`config.mk`:
```
export PLATFORM = sky130hd
export DESIGN_NAME = fifo_check_monitor
export DESIGN_NICKNAME = d
export VERILOG_FILES = /design/src/rtl/fifo_chk_pkg.sv /design/src/rtl/fifo_ref_model.sv /design/src/rtl/fifo_check_monitor.sv
export SDC_FILE = /design/constraint.sdc
export NUM_CORES = 1
export LEC_CHECK = 0
export CAP_MARGIN = 20
export CELL_PAD_IN_SITES_DETAIL_PLACEMENT = 1
export CELL_PAD_IN_SITES_GLOBAL_PLACEMENT = 1
export CORE_MARGIN = 2
export CORE_UTILIZATION = 49
export DETAILED_ROUTE_END_ITERATION = 10
export HOLD_SLACK_MARGIN = 0.08
export PLACE_DENSITY_LB_ADDON = 0.1
export SLEW_MARGIN = 20
export SYNTH_ARGS = -nofsm -noshare
export SYNTH_HDL_FRONTEND = slang
export SYNTH_SLANG_ARGS = --single-unit
```
`constraint.sdc`:
```
create_clock -name clk -period 5.1 [get_ports clk]
set_input_delay 1.02 -clock clk [delete_from_list [all_inputs] [get_ports clk]]
set_output_delay 1.02 -clock clk [all_outputs]
set_load 0.005 [all_outputs]
```
`src/rtl/fifo_chk_pkg.sv`:
```
// Shared constants and types for the synthesizable FIFO protocol checker.
// Expectation data is carried at MAX_DATA_W bits, so DATA_W may not exceed it.
package fifo_chk_pkg;

  localparam int ERR_DOUT   = 0;
  localparam int ERR_WRACK  = 1;
  localparam int ERR_OVF    = 2;
  localparam int ERR_UDF    = 3;
  localparam int ERR_FULL   = 4;
  localparam int ERR_AFULL  = 5;
  localparam int ERR_EMPTY  = 6;
  localparam int ERR_AEMPTY = 7;

  localparam int MAX_DATA_W = 64;

  typedef logic [7:0] chk_mask_t;

  typedef struct packed {
    logic [MAX_DATA_W-1:0] data;
    logic                  wr_ack;
    logic                  overflow;
    logic                  underflow;
  } fifo_exp_t;

endpackage

```
`src/rtl/fifo_ref_model.sv`:
```
// Cycle-accurate shadow of the FIFO under check: memory, pointers, count,
// accept rules and the registered expectations for the next compare.
module fifo_ref_model
  import fifo_chk_pkg::*;
#(
  parameter int DATA_W = 16,
  parameter int DEPTH  = 8,
  parameter int AF_LVL = DEPTH - 1,
  parameter int AE_LVL = 1
) (
  input  logic                  clk,
  input  logic                  rst_n,
  input  logic                  wr_en_i,
  input  logic                  rd_en_i,
  input  logic [DATA_W-1:0]     data_in_i,
  output logic [MAX_DATA_W-1:0] exp_data_o,
  output logic                  exp_wr_ack_o,
  output logic                  exp_overflow_o,
  output logic                  exp_underflow_o,
  output logic                  exp_full_o,
  output logic                  exp_afull_o,
  output logic                  exp_empty_o,
  output logic                  exp_aempty_o
);

  localparam int AW = $clog2(DEPTH);
  localparam int CW = AW + 1;

  logic [DATA_W-1:0] mem_q [DEPTH];
  logic [AW-1:0]     wptr_q, wptr_d, rptr_q, rptr_d;
  logic [CW-1:0]     cnt_q, cnt_d;
  logic              wr_acc, rd_acc;
  fifo_exp_t         exp_q, exp_d;
  logic [3:0]        flags_q, flags_d;

  // Full rejects any write (even with a read); empty rejects any read.
  always_comb begin
    wr_acc = wr_en_i && (cnt_q != CW'(DEPTH));
    rd_acc = rd_en_i && (cnt_q != '0);
    wptr_d = wptr_q + AW'(wr_acc);
    rptr_d = rptr_q + AW'(rd_acc);
    cnt_d  = cnt_q + CW'(wr_acc) - CW'(rd_acc);
    exp_d           = exp_q;
    exp_d.wr_ack    = wr_acc;
    exp_d.overflow  = wr_en_i && !wr_acc;
    exp_d.underflow = rd_en_i && !rd_acc;
    if (rd_acc) begin
      exp_d.data = MAX_DATA_W'(mem_q[rptr_q]);
    end
    flags_d = {cnt_d == CW'(DEPTH), cnt_d == CW'(AF_LVL),
               cnt_d == '0,         cnt_d == CW'(AE_LVL)};
  end

  always_ff @(posedge clk) begin
    if (wr_acc) begin
      mem_q[wptr_q] <= data_in_i;
    end
  end

  always_ff @(posedge clk or negedge rst_n) begin
    if (!rst_n) begin
      wptr_q  <= '0;
      rptr_q  <= '0;
      cnt_q   <= '0;
      exp_q   <= '0;
      flags_q <= '0;
    end else begin
      wptr_q  <= wptr_d;
      rptr_q  <= rptr_d;
      cnt_q   <= cnt_d;
      exp_q   <= exp_d;
      flags_q <= flags_d;
    end
  end

  assign exp_data_o      = exp_q.data;
  assign exp_wr_ack_o    = exp_q.wr_ack;
  assign exp_overflow_o  = exp_q.overflow;
  assign exp_underflow_o = exp_q.underflow;
  assign {exp_full_o, exp_afull_o, exp_empty_o, exp_aempty_o} = flags_q;

endmodule

```
`src/rtl/fifo_check_monitor.sv`:
```
// Passive FIFO protocol checker: compares snooped outputs with the shadow
// model's expectations and keeps saturating pass/fail counters and first-error capture.
module fifo_check_monitor
  import fifo_chk_pkg::*;
#(
  parameter int DATA_W = 16,
  parameter int DEPTH  = 8,
  parameter int AF_LVL = DEPTH - 1,
  parameter int AE_LVL = 1,
  parameter int CNT_W  = 32
) (
  input  logic              clk,
  input  logic              rst_n,
  input  logic              clr,
  input  logic              wr_en,
  input  logic              rd_en,
  input  logic [DATA_W-1:0] data_in,
  input  logic [DATA_W-1:0] data_out,
  input  logic              full,
  input  logic              almostfull,
  input  logic              empty,
  input  logic              almostempty,
  input  logic              wr_ack,
  input  logic              overflow,
  input  logic              underflow,
  output logic              err_pulse,
  output logic              err_sticky,
  output logic [7:0]        err_mask,
  output logic [7:0]        first_err_mask,
  output logic [CNT_W-1:0]  first_err_cyc,
  output logic [CNT_W-1:0]  pass_cnt,
  output logic [CNT_W-1:0]  err_cnt
);

  logic [MAX_DATA_W-1:0] exp_data;
  logic exp_wr_ack, exp_ovf, exp_udf, exp_full, exp_afull, exp_empty, exp_aempty;

  fifo_ref_model #(
    .DATA_W(DATA_W), .DEPTH(DEPTH), .AF_LVL(AF_LVL), .AE_LVL(AE_LVL)
  ) u_model (
    .clk            (clk),
    .rst_n          (rst_n),
    .wr_en_i        (wr_en),
    .rd_en_i        (rd_en),
    .data_in_i      (data_in),
    .exp_data_o     (exp_data),
    .exp_wr_ack_o   (exp_wr_ack),
    .exp_overflow_o (exp_ovf),
    .exp_underflow_o(exp_udf),
    .exp_full_o     (exp_full),
    .exp_afull_o    (exp_afull),
    .exp_empty_o    (exp_empty),
    .exp_aempty_o   (exp_aempty)
  );

  chk_mask_t        cmp_mask;
  logic             check_valid_q;
  logic             err_pulse_q, err_pulse_d, err_sticky_q, err_sticky_d;
  chk_mask_t        err_mask_q, err_mask_d, first_mask_q, first_mask_d;
  logic [CNT_W-1:0] cyc_q, cyc_d, first_cyc_q, first_cyc_d;
  logic [CNT_W-1:0] pass_cnt_q, pass_cnt_d, err_cnt_q, err_cnt_d;

  always_comb begin
    cmp_mask             = '0;
    cmp_mask[ERR_DOUT]   = exp_data != MAX_DATA_W'(data_out);
    cmp_mask[ERR_WRACK]  = exp_wr_ack != wr_ack;
    cmp_mask[ERR_OVF]    = exp_ovf != overflow;
    cmp_mask[ERR_UDF]    = exp_udf != underflow;
    cmp_mask[ERR_FULL]   = exp_full != full;
    cmp_mask[ERR_AFULL]  = exp_afull != almostfull;
    cmp_mask[ERR_EMPTY]  = exp_empty != empty;
    cmp_mask[ERR_AEMPTY] = exp_aempty != almostempty;
  end

  // clr beats a same-cycle check, which then goes uncounted.
  always_comb begin
    cyc_d        = cyc_q + CNT_W'(1);
    err_pulse_d  = 1'b0;
    err_sticky_d = err_sticky_q;
    err_mask_d   = err_mask_q;
    first_mask_d = first_mask_q;
    first_cyc_d  = first_cyc_q;
    pass_cnt_d   = pass_cnt_q;
    err_cnt_d    = err_cnt_q;
    if (clr) begin
      err_sticky_d = 1'b0;
      err_mask_d   = '0;
      first_mask_d = '0;
      first_cyc_d  = '0;
      pass_cnt_d   = '0;
      err_cnt_d    = '0;
    end else if (check_valid_q) begin
      err_mask_d  = cmp_mask;
      err_pulse_d = |cmp_mask;
      if (|cmp_mask) begin
        if (err_cnt_q != '1) err_cnt_d = err_cnt_q + CNT_W'(1);
        if (!err_sticky_q) begin
          err_sticky_d = 1'b1;
          first_mask_d = cmp_mask;
          first_cyc_d  = cyc_q;
        end
      end else if (pass_cnt_q != '1) begin
        pass_cnt_d = pass_cnt_q + CNT_W'(1);
      end
    end
  end

  always_ff @(posedge clk or negedge rst_n) begin
    if (!rst_n) begin
      check_valid_q <= 1'b0;
      cyc_q         <= '0;
      err_pulse_q   <= 1'b0;
      err_sticky_q  <= 1'b0;
      err_mask_q    <= '0;
      first_mask_q  <= '0;
      first_cyc_q   <= '0;
      pass_cnt_q    <= '0;
      err_cnt_q     <= '0;
    end else begin
      check_valid_q <= 1'b1;
      cyc_q         <= cyc_d;
      err_pulse_q   <= err_pulse_d;
      err_sticky_q  <= err_sticky_d;
      err_mask_q    <= err_mask_d;
      first_mask_q  <= first_mask_d;
      first_cyc_q   <= first_cyc_d;
      pass_cnt_q    <= pass_cnt_d;
      err_cnt_q     <= err_cnt_d;
    end
  end

  assign err_pulse      = err_pulse_q;
  assign err_sticky     = err_sticky_q;
  assign err_mask       = err_mask_q;
  assign first_err_mask = first_mask_q;
  assign first_err_cyc  = first_cyc_q;
  assign pass_cnt       = pass_cnt_q;
  assign err_cnt        = err_cnt_q;

endmodule

```
==> results of run 1 <==
-- kinds of logic (layout without fill, tap and decap cells) --
kind of cell	after synthesis	after routing	share of synthesized area, %
muxes	62	62	7.79
adders and majority gates	12	12	1.18
other	1	5	0.0282
buffers and inverters	66	254	2.15
AOI/OAI and AO/OA	176	176	8.96
DFF	308	308	62.7
xor gates and xnor gates	60	60	3.95
and+or+nand+nor	327	327	13.2
-- worst max path at each step --
stage	to	slack, ps	cells after the start
floorplan	u_model.mem_q[1][0]	1970	3
global placement	pass_cnt[28]	1130	7
detailed placement	pass_cnt[22]	990	7
CTS	pass_cnt[22]	1530	7
global route	pass_cnt[20]	1350	7
finish	pass_cnt[22]	1520	7
-- state kept, by name (all words and copies together) (netlist names) --
| name | count |
|---|---|
| u_model.mem_q | 128 |
| cyc_q | 32 |
| err_cnt | 32 |
| first_err_cyc | 32 |
| pass_cnt | 32 |
| u_model.exp_data_o | 16 |
| err_mask | 8 |
| first_err_mask | 8 |
| u_model.cnt_q | 4 |
| u_model.flags_q | 4 |
| u_model.rptr_q | 3 |
| u_model.wptr_q | 3 |
| check_valid_q | 1 |
| err_pulse | 1 |
| err_sticky | 1 |
| u_model.exp_overflow_o | 1 |
| u_model.exp_underflow_o | 1 |
| u_model.exp_wr_ack_o | 1 |
-- power by group through the flow --
stage               combinational [mW]  clock, mW  sequential, mW
global placement                  1.17          0            3.15
finish                            1.24       2.40            3.13
floorplan                        0.899          0            3.02
CTS                               1.27       2.45            3.13
global route                      1.36       2.54            3.16
detailed placement                1.23          0            3.17
-- per-layer routing --
metal / up-vias / GRT usage, %
met5: - / 0
met4: 0 / 7.72
met3: 61 / 3.39
met2: 182 / 42.4
met1: 4646 / 31.1
li1: 4149 / -
-- layout by cell type (no fill, tap or decap), drive strengths merged, types with 26 or more instances in the layout --
master         Yosys  final
dfrtp            180    180
clkdlybuf4s50      0    155
edfxtp           128    128
nand2             67     67
nor2              61     61
clkbuf            30     52
nand3             46     46
a21oi             45     45
o21ai             34     34
mux4              32     32
a22o              32     32
xor2              31     31
xnor2             29     29
or4               26     26
-- metrics by stage --
stage          util [%]  cells  hold WS [ps]
2_1_floorplan         -   1012           444
3_3_place_gp       56.9   1479           466
3_5_place_dp       56.9   1479           474
4_1_cts            61.0   1541           484
5_1_grt            61.0   1543           503
6_report           61.0   1545           480
-- area by class of cell --
cell class	instances	share of cell area (%)
Clock buffer	51	6.09
Inverter	19	0.436
Sequential cell	308	51.1
Timing Repair Buffer	173	10.3
Tap cell	341	2.61
Clock inverter	11	0.574
Multi-Input combinational cell	638	28.8
Antenna cell	4	0.0612
==> impl_metrics.ini, run 1 <==
[outcome]
status = completed

[floorplan]
die_w_um = 169
die-area_um2 = 28500
start_util_pct = 49.6
rows = 60
ios = 158
die_h_um = 169
core_um2 = 26800

[power]
seqPwrFrac_pct = 46.3
p_total_mw = 6.76
intPower_mw = 4.87
clkPwrFrac_pct = 35.5
power.ir.vdd_worst_uv = 404
p_comb_share_pct = 18.3
power_density_nw_per_um2 = 414
p_leak_nw = 6.29
p_sw_mw = 1.90
p_sw_share_pct = 28.1

[clocking]
cts_buffers = 35
postCtsHoldBufs = 0
cts_sinks = 308
clockBufferDepth = 3
clkTransAtPathRegs_ps = 60
cts_root_buf = clkbuf_16
post_cts_resized = 0
cts_tree = done
insertion_delay_ps = 510
htreeDepth = 2
post_cts_buffers = 0

[timing]
maxSlewHeadroom_pct = 27.5
setup_viol = 0
max_clock_freq_ghz = 0.279
fin_tns_setup_ps = 0
rsz0062_at_grt = no
period_share_pct = 70.2
period_needed_ps = 3580
fin_ws_ps = 1520
drv_slew = 0
worst_pin_slew_ps = 1080
finalHoldViolations = 0
final.setup_skew_ps = 13.2

[global_route]
grt_use_total_pct = 24.1
grt_antenna_before_repair = 3
grt_pass1_wl_um = 53700
grt_start_max_net_pins = 113
gr-total-overflow = 0
grt_pass1_vias = 9543

[route]
drc = 0
highest_layer = met4
routed-wl-met3_um = 1140
drt_iter0_markers = 598
vias = 9038
met2_length_um = 17600
detail_route.vias_per_cell = 5.85
postRouteAntennaNets = 0
drt_wl_total_um = 33700
met1Wirelength_um = 14100
drt_pass1_iterations = 5
detail_route.wl_per_cell_um = 21.8

[final_layout]
nFillCells = 2597
syn2layout_area_growth_pct = 22.9
fin_area_um2 = 16400
nets = 1231
regArea_um2 = 8350
multi_input_area_um2 = 4710
drive_above_1_share_pct = 10.2

[critical_path]
slowest_stage = nor4_1
cp-end-kind = flop
critPathLaunch = data_out[11]
crit_path_start_kind = primary input
r2r_cells = 6
r2r_end = pass_cnt[22]
path_delay_family = simple AND/OR/NAND/NOR gates
regToRegSetupSlack_ps = 2060
path_cells = clkdlybuf4s50_1, xor2_1, nor4_1, and4_1, nand2_4, nor4_1, mux2_1
slowest_delay_ps = 680
critical_path.max_fanout = 43
crit_path_frequent_cell = nor4_1
worstPathRequired_ps = 5500
cp.buffers_inverters = 1
r2r-start = u_model.exp_data_o[12]
cp.arrival_ps = 3980
worst-setup-path-type = primary input to flop

[synth]
synth_ff_type = dfrtp_1
ys_ff_latch = 308
synth_edf_count = 128
yosys_warnings = 0
seq_area_frac_synth_pct = 62.7
synth_area_um2 = 13300
syn_inst = 1012
yosysMostFrequentCell = dfrtp_1
synthesis.nets = 1068
ys_types = 60
yosys-top-cells-count = 180 x dfrtp_1, 128 x edfxtp_1, 66 x nand2_1
synth_top_area_share_pct = 33.9
synthTopCellsByArea = dfrtp_1 34%, edfxtp_1 29%, mux4_2 5.4%, a22o_1 2.1%, xor2_1 2.0%
avgSynthCellArea_um2 = 13.1
async_flop_share_pct = 58.4
yosys.area.top_type = dfrtp_1

[placement]
gp_congestion = 0.812
dp_hpwl_um = 21800
dp_slack_ps = 994
io_buffers = 157
placed_area_um2 = 15200

[worst_hold_path]
whs_endpoint = cyc_q[31]
holdCritStartpoint = cyc_q[31]
hp-class = flop to flop
holdPathStages = 1

[flow_run]
cap_violations = 0
No activity file was read; power rests on OpenSTA's default activity.
==> run 2, diff against run 1 <==
Settings changed: CORE_UTILIZATION 49 to 46.
Clock period 5.1 ns to 3.38 ns, I/O delays scaled along.
==> run 2 against run 1 <==
First-iteration DRC count down 3.2%. Sequential power is 49% higher. Core utilization is 2.9 points lower. Setup slack worse by 1000 ps. Non-clock buffer count is 23 higher. Register-to-register slack worse by 1400 ps. Final area grew 1.8%. Sequential share of layout area down 0.90 points. Routed wire length is 1.8% lower. Largest power group unchanged. Highest routed layer unchanged.
==> impl_metrics.ini, run 2 (synthesized netlist as in run 1, its figures left out) <==
[outcome]
status = completed

[critical_path]
crit_path_frequent_cell = nor4_1
worstPathRequired_ps = 3760
r2r_end = pass_cnt[26]
r2r_cells = 6
slowest_stage = nor4_1
cp-end-kind = flop
worst-setup-path-type = primary input to flop
path_cells = clkdlybuf4s50_1, xor2_1, nor4_1, and4_1, nand2_4, nor4_1, mux2_1
critPathLaunch = data_out[12]
critical_path.max_fanout = 34
slowest_delay_ps = 610
cp.arrival_ps = 3250
crit_end = pass_cnt[26]
path_delay_family = simple AND/OR/NAND/NOR gates
r2r-start = u_model.exp_data_o[12]
cp_num_cells = 7
regToRegSetupSlack_ps = 690
cp.buffers_inverters = 1
crit_path_start_kind = primary input

[timing]
maxSlewHeadroom_pct = 46.3
period_needed_ps = 2870
finalHoldViolations = 0
final.setup_skew_ps = 23.7
period_share_pct = 85.1
rsz0062_at_grt = no
fin_ws_ps = 505
drv_slew = 0
worst_pin_slew_ps = 806
hold_ws_ps = 220
fin_tns_setup_ps = 0
setup_viol = 0
max_clock_freq_ghz = 0.348

[route]
drt_pass1_iterations = 4
postRouteAntennaNets = 0
drt_iter0_markers = 579
vias = 9144
detail_route.vias_per_cell = 5.69
drc = 0
drt_wl_total_um = 33100
detail_route.wl_per_cell_um = 20.6

[clocking]
post_cts_buffers = 0
cts_buffers = 35
cts_sinks = 308
postCtsHoldBufs = 0
cts_root_buf = clkbuf_16
cts_tree = done
clockBufferDepth = 3
htreeDepth = 2
post_cts_resized = 0
clkTransAtPathRegs_ps = 50
insertion_delay_ps = 520

[global_route]
grt_use_total_pct = 22.4
grt_pass1_vias = 9668
grt_start_max_net_pins = 80
grt_antenna_before_repair = 1
gr-total-overflow = 0
grt_pass1_wl_um = 54000

[final_layout]
largest_register_ff_count = 128
mostFrequentLayoutCell = dfrtp_1
final_cell_mix = 179 x dfrtp_1, 155 x clkdlybuf4s50_1, 128 x edfxtp_1
syn2layout_area_growth_pct = 25.1
nets = 1254
fin_area_um2 = 16600
fin_util_pct = 58.1
largest_register = u_model.mem_q
drive_above_1_share_pct = 11.7

[worst_hold_path]
hp-class = primary input to asynchronous set/reset pin

[flow_run]
cap_violations = 0

[placement]
io_buffers = 157
gp_congestion = 0.771
placed_area_um2 = 15500
dp_slack_ps = -43.1
dp_hpwl_um = 22300

[power]
power_density_nw_per_um2 = 613
p_leak_nw = 6.43
power.ir.vdd_worst_uv = 425

[floorplan]
ios = 158
die_w_um = 174
core_um2 = 28600
die_h_um = 174
die-area_um2 = 30300
start_util_pct = 46.5
rows = 62
-- run 2: per-stage QoR --
stage / cells / total power [mW]
final: 1607 / 10.2
after global routing: 1607 / 10.7
after CTS: 1606 / 10.4
after detailed placement: 1545 / 6.65
after global placement: 1545 / 6.58
after floorplan: 1012 / 5.92
-- run 2: routing by layer --
layer	global-route usage [%]	up-vias	routed length, µm
met5	0	-	0
met1	29.3	4694	14200
met2	39.1	198	17000
li1	-	4195	-
met4	6.79	0	790
met3	3.02	57	1160
-- run 2: final cells by class --
type / instances / area (µm²)
Timing Repair Buffer: 196 / 1920
Fill cell: 2816 / 12000
Tap cell: 384 / 480
Clock buffer: 47 / 982
Antenna cell: 1 / 2.50
Clock inverter: 14 / 135
Inverter: 19 / 71.3
Multi-Input combinational cell: 638 / 4700
Sequential cell: 308 / 8350
-- run 2: worst min path at each step --
stage	startpoint	cells past startpoint	end	slack (ps)
2_1_floorplan	rst_n	0	check_valid_q	380
3_3_place_gp	cyc_q[31]	1	cyc_q[31]	470
3_5_place_dp	cyc_q[19]	1	cyc_q[19]	490
4_1_cts	rst_n	1	err_mask[2]	260
5_1_grt	rst_n	1	err_cnt[10]	290
6_report	rst_n	1	err_cnt[10]	220
-- run 2: worst register-to-register path, stage by stage, from the launching register on --
cell and delay, ps:
dfrtp_1 410, xor2_1 150, nor4_1 610, and4_1 370, nand2_4 240, nor4_1 410, mux2_1 360
-- run 2: power breakdown --
group	leakage [nW]	internal (mW)	switching [mW]	total (mW)
registers	3.58	4.35	0.305	4.66
logic	2.30	0.901	0.986	1.89
clock network	0.543	2.19	1.47	3.66
total	6.43	7.45	2.76	10.2
